<file path="src/rtl/cpu_pkg.sv">
// Shared CPU definitions: ALU function codes and the multiply sequencer state encoding.
package cpu_pkg;

  localparam logic [2:0] ALU_ADD    = 3'b000;
  localparam logic [2:0] ALU_PADDSB = 3'b001;
  localparam logic [2:0] ALU_SUB    = 3'b010;
  localparam logic [2:0] ALU_AND    = 3'b011;
  localparam logic [2:0] ALU_NOR    = 3'b100;
  localparam logic [2:0] ALU_SLL    = 3'b101;
  localparam logic [2:0] ALU_SRL    = 3'b110;
  localparam logic [2:0] ALU_SRA    = 3'b111;

  typedef enum logic [1:0] {
    IDLE  = 2'd0,
    ADD   = 2'd1,
    SHIFT = 2'd2,
    DONE  = 2'd3
  } mul_state_t;

endpackage

</file>
<file path="src/rtl/mul_seq.sv">
// Iterative shift-add multiplier that borrows the shared ALU while the pipeline is stalled.
// Optional build macro MUL_EARLY_EXIT_EN ends the operation once no multiplier bits remain.
module mul_seq
  import cpu_pkg::*;
#(
  parameter int WIDTH = 16,
  parameter int CNT_W = 5
) (
  input  logic             clk,
  input  logic             rst,
  input  logic             start,
  input  logic [WIDTH-1:0] op_a,
  input  logic [WIDTH-1:0] op_b,
  output logic             busy,
  output logic             done,
  output logic [WIDTH-1:0] product,
  output logic             alu_grant,
  output logic [WIDTH-1:0] alu_src0,
  output logic [WIDTH-1:0] alu_src1,
  output logic [3:0]       alu_shamt,
  output logic [2:0]       alu_func,
  output logic             alu_paddsb,
  output logic             alu_llb,
  input  logic [WIDTH-1:0] alu_dst
);

  mul_state_t       state, state_nxt;
  logic [WIDTH-1:0] acc, mcand, mplier;
  logic [CNT_W-1:0] cnt;
  logic [WIDTH-1:0] mplier_shr;
  logic [CNT_W-1:0] cnt_nxt;

  assign alu_paddsb = 1'b0;
  assign alu_llb    = 1'b0;

  // Next-state decode and ALU operand drive; ALU outputs stay zero unless granted.
  always_comb begin
    state_nxt  = state;
    busy       = (state != IDLE);
    done       = 1'b0;
    alu_grant  = 1'b0;
    alu_src0   = '0;
    alu_src1   = '0;
    alu_shamt  = 4'd0;
    alu_func   = 3'b000;
    mplier_shr = mplier >> 1;
    cnt_nxt    = cnt + 1'b1;

    case (state)
      IDLE: begin
        if (start) begin
`ifdef MUL_EARLY_EXIT_EN
          if (op_b == '0)
            state_nxt = DONE;
          else
            state_nxt = op_b[0] ? ADD : SHIFT;
`else
          state_nxt = op_b[0] ? ADD : SHIFT;
`endif
        end
      end
      ADD: begin
        alu_grant = 1'b1;
        alu_func  = ALU_ADD;
        alu_src0  = acc;
        alu_src1  = mcand;
        state_nxt = SHIFT;
      end
      SHIFT: begin
        alu_grant = 1'b1;
        alu_func  = ALU_SLL;
        alu_src0  = mcand;
        alu_shamt = 4'd1;
        if (cnt_nxt == CNT_W'(WIDTH))
          state_nxt = DONE;
`ifdef MUL_EARLY_EXIT_EN
        else if (mplier_shr == '0)
          state_nxt = DONE;
`endif
        else
          state_nxt = mplier_shr[0] ? ADD : SHIFT;
      end
      DONE: begin
        done      = 1'b1;
        state_nxt = IDLE;
      end
      default: state_nxt = IDLE;
    endcase
  end

  // State register plus datapath; ALU results land at the edge that ends the driving cycle.
  always_ff @(posedge clk) begin
    if (rst) begin
      state   <= IDLE;
      acc     <= '0;
      mcand   <= '0;
      mplier  <= '0;
      cnt     <= '0;
      product <= '0;
    end else begin
      state <= state_nxt;
      case (state)
        IDLE: begin
          if (start) begin
            acc    <= '0;
            mcand  <= op_a;
            mplier <= op_b;
            cnt    <= '0;
          end
        end
        ADD: acc <= alu_dst;
        SHIFT: begin
          mcand  <= alu_dst;
          mplier <= mplier_shr;
          cnt    <= cnt_nxt;
        end
        DONE: product <= acc;
        default: ;
      endcase
    end
  end

endmodule

</file>
<file path="config.mk">
export PLATFORM = sky130hd
export DESIGN_NAME = mul_seq
export DESIGN_NICKNAME = d
export VERILOG_FILES = /design/src/rtl/cpu_pkg.sv /design/src/rtl/mul_seq.sv
export SDC_FILE = /design/constraint.sdc
export NUM_CORES = 1
export LEC_CHECK = 0
export ABC_AREA = 1
export CORE_MARGIN = 8
export CORE_UTILIZATION = 41
export DETAILED_ROUTE_END_ITERATION = 12
export PLACE_DENSITY = 0.76
export SYNTH_ARGS = -nofsm -noshare
export SYNTH_HDL_FRONTEND = slang
export SYNTH_SLANG_ARGS = --single-unit
</file>
<file path="constraint.sdc">
create_clock -name clk -period 1.7 [get_ports clk]
set_clock_uncertainty 0.1 [all_clocks]
set_input_delay 0.51 -clock clk [delete_from_list [all_inputs] [get_ports clk]]
set_output_delay 0.51 -clock clk [all_outputs]
set_load 0.005 [all_outputs]
</file>
==> Word-level counts from Yosys, hierarchy flattened <==
Cells that the tools add are included.
{ "word_totals": {"output_inout_bits": 60, "in_bits": 51, "register_bits": 71} }
{ "op_classes": {"reduce_logical": 7, "eq_ne": 5, "n_mux": 19, "addsub": 1} }
{ "op_table": {"columns": ["cell", "n"], "rows": [
  ["$pmux W16 S2", 4],
  ["$mux W16", 4],
  ["$pmux W5 S2", 1],
  ["$mux W2", 4],
  ["$pmux W2 S4", 1],
  ["$reduce_bool A2 Y1", 3],
  ["$add A5 B1 Y5 const B", 1],
  ["$eq A5 B5 Y1 const B", 1],
  ["$mux W5", 1],
  ["$eq A2 B2 Y1 const B", 2],
  ["$reduce_and A2 Y1", 2],
  ["$mux W1", 3],
  ["$mux W3", 1],
  ["$eq A2 B1 Y1 const B", 1],
  ["$logic_not A2 Y1", 1],
  ["$ne A2 B2 Y1 const B", 1],
  ["$reduce_or A2 Y1", 1]
]} }

==> Depth between registers and ports, before layout <==
Gate-level depths: netlist of run 1.
{ "depth": {"depth_word": 4, "mapped_depth": 9, "mapped_depth_nobuf": 9} }

==> Worst setup path before layout of run 1 <==
OpenSTA, ideal clock, no wires.
{ "synth_timing": {"kind": "reg-to-output", "start": "register state[0]", "end": "output alu_src0[0]", "t_required_ns": 1.090, "n_path_buf": 2, "slack_ns": -0.146, "stages_incl_launch_ff": 7, "arrival_ns": 1.236, "path_cell_list": "dfxtp_1 -> inv_1 -> ha_1 -> buf_2 -> buf_2 -> nand2_1 -> a21oi_1"} }
{ "synth_between": {"elab_chain_len": 2, "elab_cells_between_ends": 3, "cone_classes": "eq/ne (2); mux (1)"} }
{ "synth_rtl": {"columns": ["element", "line_no", "source"], "rows": [
  ["start: declaration", "mul_seq.sv:27", "mul_state_t state, state_nxt;"],
  ["start signal: assignment", "mul_seq.sv:101", "state <= state_nxt;"],
  ["$eq A2 B2 Y1 or $eq A2 B1 Y1 (tied branches)", "mul_seq.sv:49", "case (state)"],
  ["$pmux W16 S2 *", "mul_seq.sv:49", null],
  ["end: declaration", "mul_seq.sv:18", "output logic [WIDTH-1:0] alu_src0,"]
]} }
Every way passes the cells marked *; elsewhere a longest branch is shown, timed or not.

==> Final worst setup path of run 1 <==
{ "layout_timing": {"start": "register state[0]", "end": "output alu_src0[7]"} }
Same word-level chain as after synthesis.

==> out/metrics.csv, run 1 <==
metric,value,unit
worst_r2r_startpoint,state[0],
chipHeight,105.8,um
placement_stage_worst_setup_slack,-0.5038,ns
power,0.006209,W
grt_first_pass_wirelength,20400,um
post_synth_main_area_contributors,"dfxtp_1 (42%), nand2_1 (14%), a21oi_1 (8.6%)",
placement_rows,32,
tns,-15.93,ns
cp-startpoint,state[0],
timing.final.max_slew_violations,0,
fmax,456.0,MHz
syn_area,3304,um^2
synthesized_instance_count,472,
grt.total_usage,22.51,%
cts_max_path_buffers,2,
globalplace.congestion,0.8761,
final.setup.worst_slack,-0.4931,ns
rr_worst_depth,11,
grt_max_degree,32,
clkTransAtPathRegs,0.08,ns
timing.reg2reg.setup_slack,-0.11,ns
detail_route.wirelength,14520,um
hold_start,cnt[4],
postSynthRegisterBits,70,
floorplan.initialDensity,42.54,%
cts_root_buf,clkbuf_8,
period_share,129.0,%
avgSynthCellArea,7.001,um^2
critPathKind,reg -> out,
failed_checks,negative setup slack,
timing.max_cap.violations,0,
synth_top_flop_cell,dfxtp_1,
fp.dieW,105.8,um
via_count_of_the_first_global_routing_pass,4153,
vdd_ir_drop_max,0.6348,mV
core,7767,um^2
cts_inserted_buffers,9,
hold_viol,0,
min_path_type,reg -> reg,
cts-htree-levels,3,
detail_route.wl_per_cell,19.56,um
status,"finished, violations left",
design.portCount,111,
number_of_drc_markers_after_the_initial_detailed_route_iteration,320,
ys_warn_count,0,
startpoint_type,flip-flop,
synth.top_cells.by_count,"nand2_1 (127), dfxtp_1 (70), a21oi_1 (57)",
clkSinkCount,70,
cp_data_required_time,1.09,ns
placement.io_buffers,104,
synth_enable_flop_cells,0,
post_synthesis_async_set_or_reset_flop_share,0,%
min_delay_worst_endpoint,cnt[4],
most_instantiated_library_cell_after_synthesis,nand2_1,
area_growth,79.86,%
cts_tree,yes,
worst-path-max-fanout,7,
dr.pass1.iters,6,
globalRouteOverflowTotal,0,
cellLeakagePower,2.598,nW
drive_gt1_share,40.16,%
finish.net_count,691,
worstHoldPathCells,2,
crit_arrival,1.58,ns
synth_top_area_cell,dfxtp_1,
vias_per_cell,5.609,
antennaDiodeCount,0,
fin_crit,2.193,ns
antenna_found_initial,0,
cellPowerDensity,1045,nW/um^2
setup_viol,75,
r2r_end,cnt[1],
synth_seq_area_share,42.41,%
die_area,11190,um^2
drc,0,
hold_buffers,0,
vias,4162,
clock_latency,0.34,ns
route.antenna.remaining_nets,0,
synthDistinctLibCells,22,
synth_largest_type_area_fraction,42.41,%
place.detailed.hpwl,7888,um
cp-end-kind,output port,
unrepaired_setup_endpoints_after_global_routing,yes,
==> worst max-delay path by stage <==
stage                         endpoint  depth (start not counted)
after floorplan           alu_src0[13]                          6
after global placement    alu_src0[15]                          5
after detailed placement  alu_src0[15]                          5
after CTS                  alu_src0[5]                          6
after global routing       alu_src0[7]                          7
final                      alu_src0[7]                          7
==> worst max-delay path, cell delays in order (launching register included) <==
cell     delay (ns)
dfxtp_4        0.38
inv_4          0.09
ha_4           0.16
buf_6          0.12
buf_12         0.11
nand2_1        0.09
a21oi_2        0.15
buf_2          0.12
==> timing repair <==
action | in CTS | in global routing
setup buffers | 27 | 10
gates cloned | 7 | 3
resized for setup | 252 | 126
pin swaps | 23 | 12
setup endpoints to repair | 93 | 84
==> metal layers <==
layer  up-vias  global-route usage, %  part of all wire (%)
met1      1970                  25.90                    38
met5         -                      0                     0
met4         0                  11.16                   3.3
li1       1891                      -                     -
met2       250                  37.18                    49
met3        51                  6.760                   9.2
==> cell families (layout without fill, tap and decap cells) <==
logic type | count (synthesis) | after routing | synth area share [%]
other cells | 1 | 6 | 0.1135
fa+ha+maj | 5 | 5 | 1.893
compound gates | 138 | 138 | 22.04
buf+inv | 87 | 248 | 12.12
simple gates | 171 | 173 | 21.43
flops | 70 | 70 | 42.41
==> power by group <==
part,switching [W],internal [W]
Combinational,0.00138,0.00130
Clock,0.000658,0.000755
Sequential,0.000254,0.00187
Total,0.00229,0.00392
==> through the flow <==
step	hold WS, ns	cells	utilization [%]	instance area, um^2
2_1_floorplan	0.3376	477	-	3378
3_5_place_dp	0.3602	685	60.31	4684
6_report	0.3906	742	76.51	5943
3_3_place_gp	0.3573	685	60.31	4684
5_1_grt	0.4139	742	76.51	5943
4_1_cts	0.3684	734	70.17	5450
==> registers in the layout (all words and copies together) (netlist names) <==
register  flops
acc          16
cnt           5
mcand        16
mplier       15
product      16
state         2
==> area by class of cell <==
type                    instances  area (um^2)
flip-flops and latches         70         1406
repair buffers                186         1858
clock buffers                  11        151.4
fillers                       478         1824
multi-input cells             322         2138
clock inverters                 5        57.56
well taps                     102        127.6
inverters                      46        203.9
==> placed cells by master (no fill, tap or decap), drive strengths merged <==
cell type,n
clkinvlp,4
a21oi,57
conb,6
clkbuf,12
bufinv,1
dlygate4sd2,16
inv,44
nand3,37
buf,117
clkinv,2
nor2,2
nand4,2
dfxtp,70
bufbuf,1
nand2,132
a31oi,30
clkdlybuf4s15,1
clkdlybuf4s50,50
ha,5
o21ai,51
Note: power is estimated with default switching activity, not from simulation.
==> inputs of run 2 (changes only) <==
- SETUP_SLACK_MARGIN: not set -> 0.5
- clock period: 1.7 -> 1.9 ns (I/O delays scaled with it)
==> run 2 against run 1 <==
Net effect: the run still ends with negative setup slack left; critical path depth unchanged; utilization is 8.2 points higher; final cell count rose by 0.94%; clock power hardly changed; register-to-register slack improved by 0.08 ns; sequential power shrank 9%; largest cell class unchanged; largest power group unchanged.
==> out/metrics.csv, run 2 (synthesized netlist as in run 1, its figures left out) <==
metric,value,unit,change
dr.pass1.iters,8,,+2
p_switching,0.002351,W,+2.8%
seqPwrFrac,30.9,%,-3.3 points
cellPowerDensity,943.6,nW/um^2,-9.7%
switching_share,37.87,%,+1.0 points
antennaDiodeCount,0,,unchanged
clkTransAtPathRegs,0.09,ns,about the same
status,"finished, violations left",,
startpoint_type,flip-flop,,
failed_checks,negative setup slack,,
cts_inserted_buffers,9,,unchanged
critPathKind,reg -> out,,
rr_worst_depth,10,,-1
cts_tree,yes,,
globalplace.congestion,0.8736,,-0.29%
drc,0,,unchanged
power_report.internal_total,0.003857,W,-1.7%
vdd_ir_drop_max,0.9557,mV,+51%
placement_rows,32,,unchanged
comb_power_share,46.4,%,+3.3 points
floorplan.initialDensity,42.54,%,unchanged
worst-path-max-fanout,6,,-1
worstHoldPathCells,2,,unchanged
placement.io_buffers,104,,unchanged
placement_stage_worst_setup_slack,-0.3077,ns,+0.1961 ns
fin_util,84.70,%,+8.2 points
power,0.006208,W,about the same
clkSinkCount,70,,unchanged
cp_data_required_time,1.23,ns,+0.14 ns
detail_route.wirelength,16840,um,+16%
grt.total_usage,23.87,%,+1.4 points
place.detailed.hpwl,7759,um,-1.6%
hold_buffers,0,,unchanged
grt_first_pass_wirelength,21730,um,+6.5%
setup_viol,41,,-45%
detail_route.wl_per_cell,22.49,um,+15%
hold_viol,0,,unchanged
antenna_found_initial,0,,unchanged
final.setup.worst_slack,-0.3902,ns,+0.1028 ns
timing.reg2reg.setup_slack,-0.03,ns,+0.08 ns
finish.net_count,698,,+1.0%
vias_per_cell,5.975,,+6.5%
mostFrequentLayoutCell,nand2_1,,
crit_arrival,1.62,ns,+0.04 ns
timing.max_cap.violations,0,,unchanged
clockPowerShare,22.7,%,about the same
tns,-10.22,ns,+5.713 ns
min_path_type,reg -> reg,,
filler_cell_count,366,,-23%
cellLeakagePower,2.670,nW,+2.8%
vias,4475,,+7.5%
die_area,11190,um^2,unchanged
number_of_drc_markers_after_the_initial_detailed_route_iteration,319,,-0.31%
cts-htree-levels,3,,unchanged
chipHeight,105.8,um,unchanged
area.sequential,1431,um^2,+1.8%
drive_gt1_share,54.40,%,+14 points
fin_crit,2.290,ns,
timing.final.max_slew_violations,0,,unchanged
area_used_by_multi_input_combinational_logic,2450,um^2,+15%
via_count_of_the_first_global_routing_pass,4271,,+2.8%
period_share,120.5,%,
fin_worst_hold_slack,0.3880,ns,-0.002585 ns
area_growth,99.09,%,
core,7767,um^2,unchanged
design.portCount,111,,unchanged
grt_max_degree,51,,+59%
cts_max_path_buffers,2,,unchanged
fp.dieW,105.8,um,unchanged
cp-end-kind,output port,,
layout_top_registers,"acc (16), mcand (16), product (16)",,
clock_latency,0.36,ns,+0.02 ns
globalRouteOverflowTotal,0,,unchanged
layout.cells.most_common_list,"nand2_1 (86), buf_6 (71), dfxtp_1 (52)",,
unrepaired_setup_endpoints_after_global_routing,yes,,
route.antenna.remaining_nets,0,,unchanged
fmax,436.6,MHz,
cts_root_buf,clkbuf_8,,
-- run 2: cell count changes in the layout (fill, tap and decap cells not counted), moves of 11 or more --
cell / previous run / this run
dfxtp_2: 1 / 15
buf_4: 44 / 30
buf_6: 40 / 71
a21oi_2: 16 / 29
nand2_1: 97 / 86
nand3_2: 0 / 15
nand2_2: 16 / 32
a21oi_1: 37 / 23
nand3_1: 37 / 21
o21ai_0: 20 / 2
dfxtp_1: 68 / 52
dlygate4sd2_1: 16 / 0
-- run 2: critical path, cell delays in order (launching register included) --
cell and delay, ns:
dfxtp_4 0.38, buf_6 0.11, ha_4 0.19, buf_12 0.12, buf_16 0.12, nand2_4 0.04, a21oi_2 0.15, buf_2 0.14
-- run 2: stage by stage --
stage	instance area [um^2]	instances
floorplan	3496	477
global placement	4639	668
detailed placement	4639	668
CTS	5720	724
global route	6579	749
finish	6579	749
-- run 2: power groups by stage --
stage	sequential, W	combinational [W]	clock (W)
after floorplan	0.00181	0.000892	0
final	0.00192	0.00288	0.00141
after global placement	0.00184	0.00138	0
after CTS	0.00186	0.00217	0.00136
after global routing	0.00193	0.00300	0.00146
after detailed placement	0.00185	0.00140	0
-- run 2: final timing paths --
check                start            to
setup / recovery  state[1]  alu_src0[13]
setup reg to reg  state[1]      mcand[0]
hold / removal      acc[8]    product[8]
hold reg to reg     acc[8]    product[8]
-- run 2: routing by layer --
layer | global-route usage [%] | vias up | routed length (um)
met3 | 5.968 | 75 | 1710
li1 | - | 1900 | -
met5 | 0 | - | 0
met1 | 28.09 | 2166 | 6206
met4 | 12.06 | 0 | 832
met2 | 39.45 | 334 | 8093
-- run 2: cell type report --
type                    count  area share, %
clock buffers              10          1.940
clock inverters             6          1.426
inverters                  46          3.157
multi-input cells         320          37.24
flip-flops and latches     70          21.76
well taps                 102          1.940
repair buffers            194          32.43
repair inverters            1         0.1141
-- run 2: repair_timing --
item,CTS,global route
gates cloned,8,4
setup buffers,32,21
resized for setup,408,124
pin swaps,33,22
endpoints found under the setup margin,112,124
hold endpoints to repair,0,0
==> inputs of run 3 (changes only) <==
- ABC_CLOCK_PERIOD_IN_PS: not set -> 1900
- TNS_END_PERCENT: not set -> 5
==> run 3 against run 2 <==
Net effect: the run still ends with negative setup slack left; clock power down 16%; routed wire length decreased by 28%; critical path depth is 1 lower; utilization is 17 points lower; first-iteration DRC count fell by 6.6%; setup slack gained 0.0040 ns; hold slack lost 0.016 ns; combinational power shrank 35%; largest cell class unchanged.
==> out/metrics.csv, run 3 (synthesized netlist as in run 1, its figures left out) <==
metric,value,unit,change
design.portCount,111,,unchanged
failed_checks,negative setup slack,,
die_area,11190,um^2,unchanged
area.sequential,1429,um^2,-0.17%
antennaDiodeCount,0,,unchanged
clkTransAtPathRegs,0.08,ns,about the same
area_growth,59.98,%,
cp_num_buf_inv,4,,unchanged
vdd_ir_drop_max,0.6593,mV,-31%
cp-end-kind,output port,,
vias_per_cell,5.453,,-8.7%
ordered_cell_list_for_the_critical_path,inv_4 > buf_6 > ha_4 > inv_12 > a21oi_4 > buf_2,,
final.setup.worst_slack,-0.3862,ns,+0.003998 ns
tns,-10.39,ns,-0.1696 ns
postLayoutCellArea,5286,um^2,-20%
detail_route.wl_per_cell,17.08,um,-24%
dr.pass1.iters,5,,-3
via_count_of_the_first_global_routing_pass,3850,,-9.9%
detail_route.wirelength,12140,um,-28%
placed_cells_incl_taps,677,,+1.3%
cts-htree-levels,3,,unchanged
drc,0,,unchanged
cp_data_required_time,1.23,ns,about the same
area_used_by_multi_input_combinational_logic,1795,um^2,-27%
layout.cells.most_common_list,"nand2_1 (108), dfxtp_1 (52), clkdlybuf4s50_1 (50)",,
critical-path-top-delay-family,flip-flops,,
grt_first_pass_wirelength,19040,um,-12%
crit_slowest_cell,dfxtp_4,,
placement_rows,32,,unchanged
vias,3877,,-13%
drive_gt1_share,33.83,%,-21 points
critical_path.max_stage_delay,0.39,ns,about the same
unrepaired_setup_endpoints_after_global_routing,yes,,
status,"finished, violations left",,
crit_arrival,1.62,ns,about the same
layout_top_registers,"acc (16), mcand (16), product (16)",,
mostFrequentLayoutCell,nand2_1,,
grt_max_degree,35,,-31%
min_path_type,reg -> reg,,
clkSinkCount,70,,unchanged
cts_tree,yes,,
placement.io_buffers,104,,unchanged
cts_max_path_buffers,2,,unchanged
worst-path-max-fanout,8,,+2
timing.max_cap.violations,0,,unchanged
startpoint_type,flip-flop,,
globalplace.congestion,0.8895,,+1.8%
period_share,120.3,%,-0.21 points
hold_viol,0,,unchanged
filler_cell_count,595,,+63%
placement_stage_worst_setup_slack,-0.2744,ns,+0.03333 ns
antenna_found_initial,0,,unchanged
cellPowerDensity,929.8,nW/um^2,-1.5%
fin_crit,2.286,ns,-0.003998 ns
place.detailed.hpwl,7888,um,+1.7%
fmax,437.4,MHz,+0.17%
critPathKind,reg -> out,,
post_dp_cell_area,4745,um^2,+2.3%
chipHeight,105.8,um,unchanged
fin_cells,711,,-5.1%
hold_buffers,0,,unchanged
clock_latency,0.35,ns,about the same
grt.total_usage,21.07,%,-2.8 points
route.antenna.remaining_nets,0,,unchanged
finish.net_count,661,,-5.3%
cts_inserted_buffers,9,,unchanged
globalRouteOverflowTotal,0,,unchanged
fp.dieW,105.8,um,unchanged
setup_viol,37,,-9.8%
cellLeakagePower,2.261,nW,-15%
number_of_drc_markers_after_the_initial_detailed_route_iteration,298,,-6.6%
timing.final.max_slew_violations,0,,unchanged
core,7767,um^2,unchanged
floorplan.initialDensity,42.54,%,unchanged
cts_root_buf,clkbuf_8,,
run 3: changes by cell type in the layout (fill, tap and decap cells not counted), sizes merged:
cell,delta
buf,-48
clkbuf,+8
bufbuf,+1
bufinv,-1
clkdlybuf4s15,+1
inv,+1
run 3: worst paths after layout:
kind,start,end,slack [ns],depth (start not counted)
max reg2reg,state[0],mplier[15],0.13,10
min reg2reg,mplier[14],mplier[13],0.37,2
max,state[1],alu_src0[3],-0.39,6
min,mplier[14],mplier[13],0.37,2
run 3: per-stage QoR:
stage / util (%) / hold WS (ns) / total power (W)
finish: 68.06 / 0.3718 / 0.004915
detailed placement: 61.08 / 0.3606 / 0.003315
global route: 68.06 / 0.4020 / 0.005139
global placement: 61.08 / 0.3564 / 0.003277
floorplan: - / 0.3376 / 0.002701
CTS: 67.17 / 0.3678 / 0.004789
run 3: where the power goes:
part           leakage [nW]  switching, W  total [W]  internal [W]
sequential            0.582      0.000174    0.00185       0.00168
combinational          1.59      0.000967    0.00187      0.000903
clock                0.0911      0.000599    0.00119      0.000596
total                  2.26       0.00174    0.00492       0.00317
run 3: repair_timing:
item / 4_1_cts / 5_1_grt
buffers inserted: 12 / 3
gates resized for setup: 268 / 37
endpoints found under the setup margin: 118 / 124
pin swaps: 17 / 9
gates cloned: 4 / 0
run 3: area by class of cell:
| class | instances | share of cell area, % |
|---|---|---|
| clock buffer | 9 | 2.343 |
| clock inverter | 6 | 1.207 |
| inverter | 46 | 3.787 |
| multi-input combinational | 320 | 33.96 |
| sequential | 70 | 27.03 |
| tap | 102 | 2.414 |
| timing repair buffer | 157 | 29.04 |
| timing repair inverter | 1 | 0.2130 |
run 3: worst register-to-register path: stages, from the launching register on:
cell and delay [ns]:
dfxtp_4 0.38, inv_4 0.05, ha_4 0.17, buf_4 0.14
buf_6 0.13, nand2_1 0.13, nand2_4 0.11, buf_4 0.17
inv_2 0.10, nand2_1 0.07, a21oi_1 0.15
run 3: metal layers:
| metal | GRT usage [%] | share of wire, % |
|---|---|---|
| met1 | 23.90 | 40 |
| met5 | 0 | 0 |
| met4 | 11.66 | 3.8 |
| met2 | 34.58 | 48 |
| met3 | 6.456 | 8.5 |
